File: config.mk
export PLATFORM = sky130hd
export DESIGN_NAME = ex_mem_elastic_pipe_flat
export DESIGN_NICKNAME = d
export VERILOG_FILES = /design/src/rtl/ex_mem_elastic_pipe_if.sv /design/src/rtl/ex_mem_elastic_pipe.sv /design/src/flat_wrapper.sv
export SDC_FILE = /design/constraint.sdc
export NUM_CORES = 1
export LEC_CHECK = 0
export CORE_UTILIZATION = 35
export CTS_CLUSTER_SIZE = 14
export DETAILED_ROUTE_END_ITERATION = 10
export GPL_TIMING_DRIVEN = 0
export PLACE_DENSITY = 0.56
export SKIP_CTS_REPAIR_TIMING = 1
export SLEW_MARGIN = 20
export SYNTH_ARGS = -nofsm -noshare
export SYNTH_HDL_FRONTEND = slang
export SYNTH_SLANG_ARGS = --single-unit
File: constraint.sdc
create_clock -name i_clk -period 4.5 [get_ports i_clk]
set_input_delay 0.675 -clock i_clk [delete_from_list [all_inputs] [get_ports i_clk]]
set_output_delay 0.675 -clock i_clk [all_outputs]
set_load 0.01 [all_outputs]
File: src/rtl/ex_mem_elastic_pipe_if.sv
`default_nettype none
// ============================================================================
//  Module   : ex_mem_elastic_pipe_if
//  Purpose  : valid/ready beat bus between the execute and data-memory stages.
//             Carries one packed control word, one packed data word and a
//             halt marker per beat.
//  Signals  : valid - beat present (driven by master)
//             ready - receiver accepts (driven by slave)
//             ctrl  - CTRL_W control fields {mem_rd_src, mem_wr_src,
//                     mem_write, wb, mem_to_reg}
//             data  - DATA_W data fields {bus_b, alu_result, addr_wr}
//             halt  - beat is a halt
//  Modports : master drives valid/ctrl/data/halt, slave drives ready.
//  Revision : 1.0  initial release
// ============================================================================
interface ex_mem_elastic_pipe_if #(
    parameter int CTRL_W = 8,
    parameter int DATA_W = 64
) ();
    logic              valid;
    logic              ready;
    logic [CTRL_W-1:0] ctrl;
    logic [DATA_W-1:0] data;
    logic              halt;

    modport master (output valid, output ctrl, output data, output halt, input  ready);
    modport slave  (input  valid, input  ctrl, input  data, input  halt, output ready);
endinterface
`default_nettype wire

File: src/rtl/ex_mem_elastic_pipe.sv
`default_nettype none
// ============================================================================
//  Module   : ex_mem_elastic_pipe
//  Purpose  : EX->MEM pipeline register chain of DEPTH two-entry skid stages
//             with valid/ready flow control. Sustains one beat per cycle under
//             backpressure; supports flush-to-bubble, global freeze, an
//             occupancy count and halt draining.
//  Ports    : i_clk       - clock, rising edge
//             i_reset     - synchronous active-high reset
//             i_enable    - global advance enable (0 = freeze)
//             i_flush     - synchronous flush of every in-flight beat
//             up          - upstream beat bus (slave side)
//             dn          - downstream beat bus (master side)
//             o_count     - beats currently held, 0..2*DEPTH
//             o_halt_seen - sticky, a halt beat has left the block
//  Revision : 1.0  initial release
// ============================================================================
module ex_mem_elastic_pipe #(
    parameter int DATA_W = 64,
    parameter int CTRL_W = 8,
    parameter int DEPTH  = 2,
    parameter int CNT_W  = $clog2(2*DEPTH+1)
) (
    input  wire logic                 i_clk,
    input  wire logic                 i_reset,
    input  wire logic                 i_enable,
    input  wire logic                 i_flush,
    ex_mem_elastic_pipe_if.slave      up,
    ex_mem_elastic_pipe_if.master     dn,
    output      logic [CNT_W-1:0]     o_count,
    output      logic                 o_halt_seen
);

    // Per-stage views of the main register and skid-full flag
    logic [DEPTH-1:0]  w_main_v;
    logic [DEPTH-1:0]  w_skid_v;
    logic [CTRL_W-1:0] w_main_ctrl [DEPTH];
    logic [DATA_W-1:0] w_main_data [DEPTH];
    logic [DEPTH-1:0]  w_main_halt;

    // Beat offered to each stage and the ready seen at each stage output
    logic [DEPTH-1:0]  w_up_v;
    logic [CTRL_W-1:0] w_up_ctrl [DEPTH];
    logic [DATA_W-1:0] w_up_data [DEPTH];
    logic [DEPTH-1:0]  w_up_halt;
    logic [DEPTH-1:0]  w_dn_rdy;

    logic              w_accept;
    logic              w_deliver;
    logic              r_drain;
    logic              r_halt_seen;
    logic [CNT_W-1:0]  r_count;

    // Stage-0 ready is the registered skid flag, so no path exists from
    // dn.ready to up.ready.
    assign up.ready  = !w_skid_v[0] && i_enable && !i_reset && !i_flush
                       && !r_drain && !r_halt_seen;
    assign w_accept  = up.valid && up.ready;

    assign dn.valid  = w_main_v[DEPTH-1] && i_enable;
    assign dn.ctrl   = w_main_ctrl[DEPTH-1];
    assign dn.data   = w_main_data[DEPTH-1];
    assign dn.halt   = w_main_halt[DEPTH-1];
    assign w_deliver = dn.valid && dn.ready;

    for (genvar s = 0; s < DEPTH; s++) begin : g_stage
        logic              r_main_v;
        logic [CTRL_W-1:0] r_main_ctrl;
        logic [DATA_W-1:0] r_main_data;
        logic              r_main_halt;
        logic              r_skid_v;
        logic [CTRL_W-1:0] r_skid_ctrl;
        logic [DATA_W-1:0] r_skid_data;
        logic              r_skid_halt;
        logic              w_in_fire;
        logic              w_out_fire;

        if (s == 0) begin : g_head
            assign w_up_v[s]    = w_accept;
            assign w_up_ctrl[s] = up.ctrl;
            assign w_up_data[s] = up.data;
            assign w_up_halt[s] = up.halt;
        end else begin : g_body
            assign w_up_v[s]    = w_main_v[s-1];
            assign w_up_ctrl[s] = w_main_ctrl[s-1];
            assign w_up_data[s] = w_main_data[s-1];
            assign w_up_halt[s] = w_main_halt[s-1];
        end

        if (s == DEPTH-1) begin : g_tail
            assign w_dn_rdy[s] = dn.ready;
        end else begin : g_inner
            assign w_dn_rdy[s] = !w_skid_v[s+1];
        end

        assign w_in_fire  = w_up_v[s] && !r_skid_v;
        assign w_out_fire = r_main_v && w_dn_rdy[s];

        always_ff @(posedge i_clk) begin
            if (i_reset || i_flush) begin
                r_main_v    <= 1'b0;
                r_main_ctrl <= '0;
                r_main_data <= '0;
                r_main_halt <= 1'b0;
                r_skid_v    <= 1'b0;
                r_skid_ctrl <= '0;
                r_skid_data <= '0;
                r_skid_halt <= 1'b0;
            end else if (i_enable) begin
                if (r_skid_v) begin
                    // Skid full means the stage refused input; drain skid into main first.
                    if (w_out_fire) begin
                        r_main_v    <= 1'b1;
                        r_main_ctrl <= r_skid_ctrl;
                        r_main_data <= r_skid_data;
                        r_main_halt <= r_skid_halt;
                        r_skid_v    <= 1'b0;
                        r_skid_ctrl <= '0;
                        r_skid_data <= '0;
                        r_skid_halt <= 1'b0;
                    end
                end else if (!r_main_v || w_out_fire) begin
                    // Empty slots are zeroed so a bubble presents mem_write=0, wb=0.
                    r_main_v    <= w_in_fire;
                    r_main_ctrl <= w_in_fire ? w_up_ctrl[s] : '0;
                    r_main_data <= w_in_fire ? w_up_data[s] : '0;
                    r_main_halt <= w_in_fire && w_up_halt[s];
                end else if (w_in_fire) begin
                    r_skid_v    <= 1'b1;
                    r_skid_ctrl <= w_up_ctrl[s];
                    r_skid_data <= w_up_data[s];
                    r_skid_halt <= w_up_halt[s];
                end
            end
        end

        assign w_main_v[s]    = r_main_v;
        assign w_skid_v[s]    = r_skid_v;
        assign w_main_ctrl[s] = r_main_ctrl;
        assign w_main_data[s] = r_main_data;
        assign w_main_halt[s] = r_main_halt;
    end

    always_ff @(posedge i_clk) begin
        if (i_reset) begin
            r_count     <= '0;
            r_drain     <= 1'b0;
            r_halt_seen <= 1'b0;
        end else if (i_flush) begin
            // The halt history survives a flush; only in-flight state is dropped.
            r_count <= '0;
            r_drain <= 1'b0;
        end else if (i_enable) begin
            if (w_accept && !w_deliver) begin
                r_count <= r_count + CNT_W'(1);
            end else if (!w_accept && w_deliver) begin
                r_count <= r_count - CNT_W'(1);
            end
            if (w_accept && up.halt) begin
                r_drain <= 1'b1;
            end else if (w_deliver && dn.halt) begin
                r_drain <= 1'b0;
            end
            if (w_deliver && dn.halt) begin
                r_halt_seen <= 1'b1;
            end
        end
    end

    assign o_count     = r_count;
    assign o_halt_seen = r_halt_seen;

endmodule
`default_nettype wire
File: src/flat_wrapper.sv
// flat-port wrapper written by rule: the top's interface ports become plain ports
module ex_mem_elastic_pipe_flat 
#(
    parameter int DATA_W = 64,
    parameter int CTRL_W = 8,
    parameter int DEPTH  = 2,
    parameter int CNT_W  = $clog2(2*DEPTH+1)
)
  (i_clk, i_reset, i_enable, i_flush, o_count, o_halt_seen, up_valid, up_ctrl, up_data, up_halt, up_ready, dn_valid, dn_ctrl, dn_data, dn_halt, dn_ready);
  ex_mem_elastic_pipe_if #(.CTRL_W(CTRL_W), .DATA_W(DATA_W)) up_i ();
  ex_mem_elastic_pipe_if #(.CTRL_W(CTRL_W), .DATA_W(DATA_W)) dn_i ();
  input  wire logic i_clk;
  input  wire logic i_reset;
  input  wire logic i_enable;
  input  wire logic i_flush;
  output      logic [CNT_W-1:0] o_count;
  output      logic o_halt_seen;
  input wire logic [$bits(up_i.valid)-1:0] up_valid;
  input wire logic [$bits(up_i.ctrl)-1:0] up_ctrl;
  input wire logic [$bits(up_i.data)-1:0] up_data;
  input wire logic [$bits(up_i.halt)-1:0] up_halt;
  output wire logic [$bits(up_i.ready)-1:0] up_ready;
  output wire logic [$bits(dn_i.valid)-1:0] dn_valid;
  output wire logic [$bits(dn_i.ctrl)-1:0] dn_ctrl;
  output wire logic [$bits(dn_i.data)-1:0] dn_data;
  output wire logic [$bits(dn_i.halt)-1:0] dn_halt;
  input wire logic [$bits(dn_i.ready)-1:0] dn_ready;
  assign up_i.valid = up_valid;
  assign up_i.ctrl = up_ctrl;
  assign up_i.data = up_data;
  assign up_i.halt = up_halt;
  assign up_ready = up_i.ready;
  assign dn_valid = dn_i.valid;
  assign dn_ctrl = dn_i.ctrl;
  assign dn_data = dn_i.data;
  assign dn_halt = dn_i.halt;
  assign dn_i.ready = dn_ready;
  ex_mem_elastic_pipe #(.DATA_W(DATA_W), .CTRL_W(CTRL_W), .DEPTH(DEPTH), .CNT_W(CNT_W)) u_core (.i_clk(i_clk), .i_reset(i_reset), .i_enable(i_enable), .i_flush(i_flush), .up(up_i), .dn(dn_i), .o_count(o_count), .o_halt_seen(o_halt_seen));
endmodule
# [Yosys cells after proc, flatten, opt, wreduce, memory -nomap -nowiden]
# Cells that the tools add are included.
[op_classes] n_addsub=2 mul=0 n_div=0 magnitude_cmp=0 n_eq_ne=4 n_shift=0 n_mux=64 bitwise_logic=1 n_reduce_logical=44
[ops] op="64-bit two-way mux" n=16
[ops] op="8-bit two-way mux" n=16
[ops] op="1-bit two-way mux" n=30
[ops] op="1-bit logical AND" n=17
[ops] op="2-bit nonzero test" n=6
[ops] op="1-bit logical NOT" n=10
[ops] op="3-bit AND reduction" n=3
[ops] op="4-bit AND reduction" n=2
[ops] op="3-bit two-way mux" n=2
[ops] op="2-bit by 1-bit != test with 1-bit output, second input constant" n=2
[ops] op="2-bit != test, second input constant" n=2
[ops] op="2-bit AND reduction" n=2
[ops] op="3-bit by 1-bit adder with 3-bit output, second input constant" n=1
[ops] op="1-bit logical OR" n=3
[ops] op="3-bit by 1-bit subtractor with 3-bit output, second input constant" n=1
[ops] op="2-bit OR reduction" n=1
[ops] op="1-bit inverter" n=1
[totals] regBits=301 latch_bits=0 ramBits=0 rom_bits=0 elab_cells=134 memories=0

# [Logic depth before layout (Yosys ltp)]
[depth] depth_word=11 depth_mapped=10

# [Worst setup path after synthesis]
# Ideal clock, no wire load.
[synth_path] kind="in2reg" from="input port i_reset" to="register u_core.r_count[2], in the netlist u_core.o_count[2]" arrival_ps=2793 path_slack_ps=1638 stages=10 path_buffers=2 cell_sequence="nor2_1 > clkbuf_1 > clkbuf_1 > and3_1 > ha_1 > inv_1 > fa_1 > xor2_1 > or3_1 > a21oi_1"
[synth_via] elab_chain_len=10 elab_cells_between_ends=13 classes_between="1 x mux; 12 x reduce/logical"
[synth_rtl] element="start: declaration" line_no="flat_wrapper.sv:13" rtl="input wire logic i_reset;"
[synth_rtl] element="1-bit logical NOT" line_no="ex_mem_elastic_pipe.sv:56" rtl="assign up.ready = !w_skid_v[0] && i_enable && !i_reset && !i_flush"
[synth_rtl] element="1-bit logical AND (2 in a row)" line_no="ex_mem_elastic_pipe.sv:56"
[synth_rtl] element="1-bit logical AND (2 in a row)" line_no="ex_mem_elastic_pipe.sv:57" rtl="&& !r_drain && !r_halt_seen;"
[synth_rtl] element="1-bit logical AND" line_no="ex_mem_elastic_pipe.sv:58" rtl="assign w_accept = up.valid && up.ready;"
[synth_rtl] element="1-bit logical NOT" line_no="ex_mem_elastic_pipe.sv:156" rtl="end else if (!w_accept && w_deliver) begin"
[synth_rtl] element="1-bit logical AND" line_no="ex_mem_elastic_pipe.sv:156"
[synth_rtl] element="2-bit nonzero test (no source line)"
[synth_rtl] element="2-bit AND reduction (no source line)"
[synth_rtl] element="end signal: assignment" line_no="ex_mem_elastic_pipe.sv:155" rtl="r_count <= r_count + CNT_W'(1);"
[synth_rtl] element="end signal: assignment" line_no="ex_mem_elastic_pipe.sv:157" rtl="r_count <= r_count - CNT_W'(1);"
[synth_rtl] element="end: declaration" line_no="ex_mem_elastic_pipe.sv:52" rtl="logic [CNT_W-1:0] r_count;"
# Parallel ways exist; a longest one is shown, timed or not.
# A chain may end at the register's enable or synchronous reset.

# [Final worst setup path]
[layout_path] from="input port i_reset" to="output port up_ready"
[layout_via] elab_chain_len=5
[layout_rtl] element="1-bit logical NOT" line_no="ex_mem_elastic_pipe.sv:56"
[layout_rtl] element="1-bit logical AND (2 in a row)" line_no="ex_mem_elastic_pipe.sv:56"
[layout_rtl] element="1-bit logical AND (2 in a row)" line_no="ex_mem_elastic_pipe.sv:57"
[layout_rtl] element="end: declaration" line_no="flat_wrapper.sv:22" rtl="output wire logic [$bits(up_i.ready)-1:0] up_ready;"
# No other way between the ends.

==> summary by stage <==
Critical path
The number of cells on the worst reg-to-reg path is 10. The largest fanout on the critical path is 10. The slack of the worst reg-to-reg path is 1.81 ns. STA classifies the critical path endpoint as a primary output. In this run the critical register-to-register path is launched from u_core.g_stage[0].r_skid_v$_SDFFE_PP0P_. The critical path starts at i_reset. The terminus of the critical flop-to-flop path is u_core.o_count[2]$_SDFFE_PP0P_. Data on the critical path is required at its endpoint by 3.83 ns.

STA classifies the critical path startpoint as an input port. The endpoint of the most critical setup path is up_ready. The kind of critical path is input port to primary output.

Data on the critical path arrives at its endpoint at 3.65 ns.

Global routing
The first global-routing pass estimated 65.09 mm of wire. The maximum number of pins on one net before global-route repair is 14. The number of global-route vias before repair is 11210. After global routing the overflow that remains totals 0. For this run, the total global-route usage over all layers was measured as 22.50%. The number of antenna violations at the first check in global routing is 1.

Power and ir drop
The completed layout was analyzed and its total power is 5.902 mW. The maximum VDD drop is 0.0002518 V. The power per standard cell area is 367.9 mW/mm². The static leakage is 5.484 nW.

Routing
The DRC violation total after the first TritonRoute iteration is 947. Before antenna repair, the detailed router went through 8 iterations. Once detail routing completed, the nets flagged for antenna violations numbered 0. In the final routed layout, each cell accounts on average for 20.63 µm.

The number of remaining DRC errors is 18. Wires add up to 42.16 mm. The final route contains 11530 vias. The detail-routed via count per cell is 5.641.

Logic synthesis
The cell area after synthesis is 0.01278 mm². After synthesis the netlist holds a flip-flop and latch count of 301. Summing the sequential cell areas from Yosys gives 47.15% of the chip area. The average footprint of a synthesized cell is 9.391 µm². Yosys printed 0 warnings. The number of nets in the synthesized netlist is 1442. The area fraction of the dominant cell type after synthesis is 47.15%.

Ranked by total cell area, the synthesized netlist is headed by dfxtp_1 (47%), mux2i_1 (10%), nand2_1 (5.5%). The largest total area in the synthesized netlist belongs to dfxtp_1. The primary flip-flop cell chosen by synthesis mapping is dfxtp_1. The post-synthesis instance total is 1361. The number of synthesized flops with an enable pin is 0. Yosys mapped the design onto 41 distinct sky130hd cell types. The share of flip-flops with an asynchronous set or reset is 0%.

Timing
The worst path uses 96.01% of the clock period. After routing, the total negative slack on setup checks comes to 0 ns. The post-route minimum period is 4.320 ns. The minimum hold slack is 0.4548 ns.

Setup repair after global routing left no endpoint under its margin. The final max-slew violation count is 0. Derived from the worst setup path, the maximum achievable clock frequency is 231.5 MHz. The clock arrives with 0.01528 ns of skew. The relative slew slack is 30.87%. The pin slew with the least headroom to its limit is 1.037 ns.

The count of final hold-check violations is 0. Setup violations remaining at the end of the flow were counted as 0.

Place
Once placement completed, the tool counted placed cells totaling 1979. The half-perimeter wire length of the detailed placement result is 29.91 mm. Routability-driven placement finished with a final weighted congestion of 0.8281. During placement, the flow inserted port buffers numbering 157.

Hold path
In this run the worst hold path is classified as flip-flop to flip-flop.

Run status
The run finished, with violations left. The checks that failed: design-rule violations.

Cells and area
The number of nets in the final layout is 1636. Leaving out filler cells and counting taps, the final layout contains 2043. Leaving out fill and tap cells, the most frequent cell in the layout is dfxtp_1. The synthesis-to-finish area growth is 25.51%. The share of cells above drive strength 1 is 8.223%.

The top cell types in the final layout, fill and taps aside, are dfxtp_1 (301), nand2_1 (186), clkdlybuf4s50_1 (157).

Floorplanning
The starting utilization of the core area is 35.76%. The die covers 0.03729 mm². In this run the horizontal extent of the chip is 193.1 µm. The die is 193.1 µm tall. The core region is 0.03574 mm². The number of placement rows is 69. 158 I/O pins were placed.

Clock network
The clock transition at the registers of the reported paths is 0.05 ns. The CTS tree is built. At the later pin of the worst-skew pair, clock insertion delay measures 0.51 ns. The buffer depth of the longest clock path is 3. The number of CTS-inserted buffers is 35. The clock net sink count is 301. In this run the clock root is driven by a clkbuf_16.

The H-tree was split into 2 levels.

Flow run
The max-cap check violation count is 0.
registers in the layout, summed over array words and instances, names as in the netlist:
register                    count
u_core.dn.ctrl                  8
u_core.o_halt_seen              1
u_core.dn.data                 64
u_core.g_stage.r_main_v         2
u_core.g_stage.r_skid_halt      2
u_core.g_stage.r_skid_ctrl     16
u_core.g_stage.r_main_data     64
u_core.g_stage.r_skid_v         2
u_core.dn.halt                  1
u_core.g_stage.r_main_halt      1
u_core.o_count                  3
u_core.r_drain                  1
u_core.g_stage.r_skid_data    128
u_core.g_stage.r_main_ctrl      8
layer usage:
layer / global-route usage, % / up-vias / wire length, µm / share of wire, %
li1: - / 5556 / - / -
met3: 2.480 / 65 / 1935 / 4.6
met5: 0 / - / 0 / 0
met4: 6.731 / 0 / 1135 / 2.7
met2: 36.47 / 332 / 19390 / 46
met1: 31.32 / 5572 / 19700 / 47
area by class of cell:
cell class | instances | area (µm²)
flip-flops and latches | 301 | 6026
multi-input cells | 889 | 5983
well taps | 461 | 576.8
plain buffers | 169 | 764.5
fillers | 3534 | 19700
inverters | 2 | 7.507
repair buffers | 157 | 1572
diodes | 1 | 2.502
clock inverters | 13 | 65.06
clock buffers | 50 | 1045
worst max-delay path: stages:
cell,delay [ns]
clkdlybuf4s50_1,0.45
nor2_1,0.63
clkbuf_1,0.55
clkbuf_1,0.50
and2_1,0.27
clkdlybuf4s50_1,0.56
report_power, final:
group	switching [mW]	internal [mW]
combinational	0.261	0.182
clock	1.12	1.62
sequential	0.0255	2.70
synthesized netlist by cell type (2+ instances only):
cell type / n
dfxtp_1: 301
nand2_1: 186
mux2i_1: 128
clkbuf_1: 85
a211oi_1: 77
nand3_1: 74
o22ai_1: 74
a31oi_1: 73
nand3b_1: 70
buf_2: 59
a22oi_1: 58
o32ai_1: 54
a21oi_1: 24
a32oi_1: 20
buf_1: 17
a311oi_1: 15
buf_6: 7
nor2_1: 5
and2_1: 3
and3_1: 3
nand2b_1: 3
nor2b_1: 3
inv_1: 2
o21ai_0: 2
or2_2: 2
per-stage QoR:
step / setup slack, ns / instance area [µm²] / util [%]
floorplan: 1.638 / 12780 / -
global placement: -0.05547 / 14930 / 41.77
detailed placement: -0.09759 / 14930 / 41.77
CTS: 0.2274 / 16040 / 44.88
global route: 0.09904 / 16040 / 44.88
finish: 0.1797 / 16040 / 44.88
how the worst min path moves through the flow:
stage                                                         from                                             end  slack (ns)  depth (start not counted)
floorplan            u_core.g_stage[1].r_skid_ctrl[0]$_SDFFE_PP0P_   u_core.g_stage[1].r_skid_ctrl[0]$_SDFFE_PP0P_        0.44                          2
global placement    u_core.g_stage[1].r_skid_data[29]$_SDFFE_PP0P_  u_core.g_stage[1].r_skid_data[29]$_SDFFE_PP0P_        0.44                          2
detailed placement  u_core.g_stage[1].r_skid_data[14]$_SDFFE_PP0P_  u_core.g_stage[1].r_skid_data[14]$_SDFFE_PP0P_        0.45                          2
CTS                  u_core.g_stage[1].r_skid_data[2]$_SDFFE_PP0P_   u_core.g_stage[1].r_skid_data[2]$_SDFFE_PP0P_        0.46                          2
global route        u_core.g_stage[1].r_skid_data[18]$_SDFFE_PP0P_  u_core.g_stage[1].r_skid_data[18]$_SDFFE_PP0P_        0.47                          2
finish              u_core.g_stage[1].r_skid_data[39]$_SDFFE_PP0P_  u_core.g_stage[1].r_skid_data[39]$_SDFFE_PP0P_        0.45                          2
kinds of logic after synthesis:
family / share of synthesized area (%)
buffers and inverters: 6.040
AND/OR/NAND/NOR: 13.92
flip-flops: 47.15
XOR/XNOR: 0.1371
adder cells (fa/ha/maj): 0.2545
multiplexers: 10.02
AO/OA/AOI/OAI: 22.48
No activity file was read; power rests on OpenSTA's default activity.
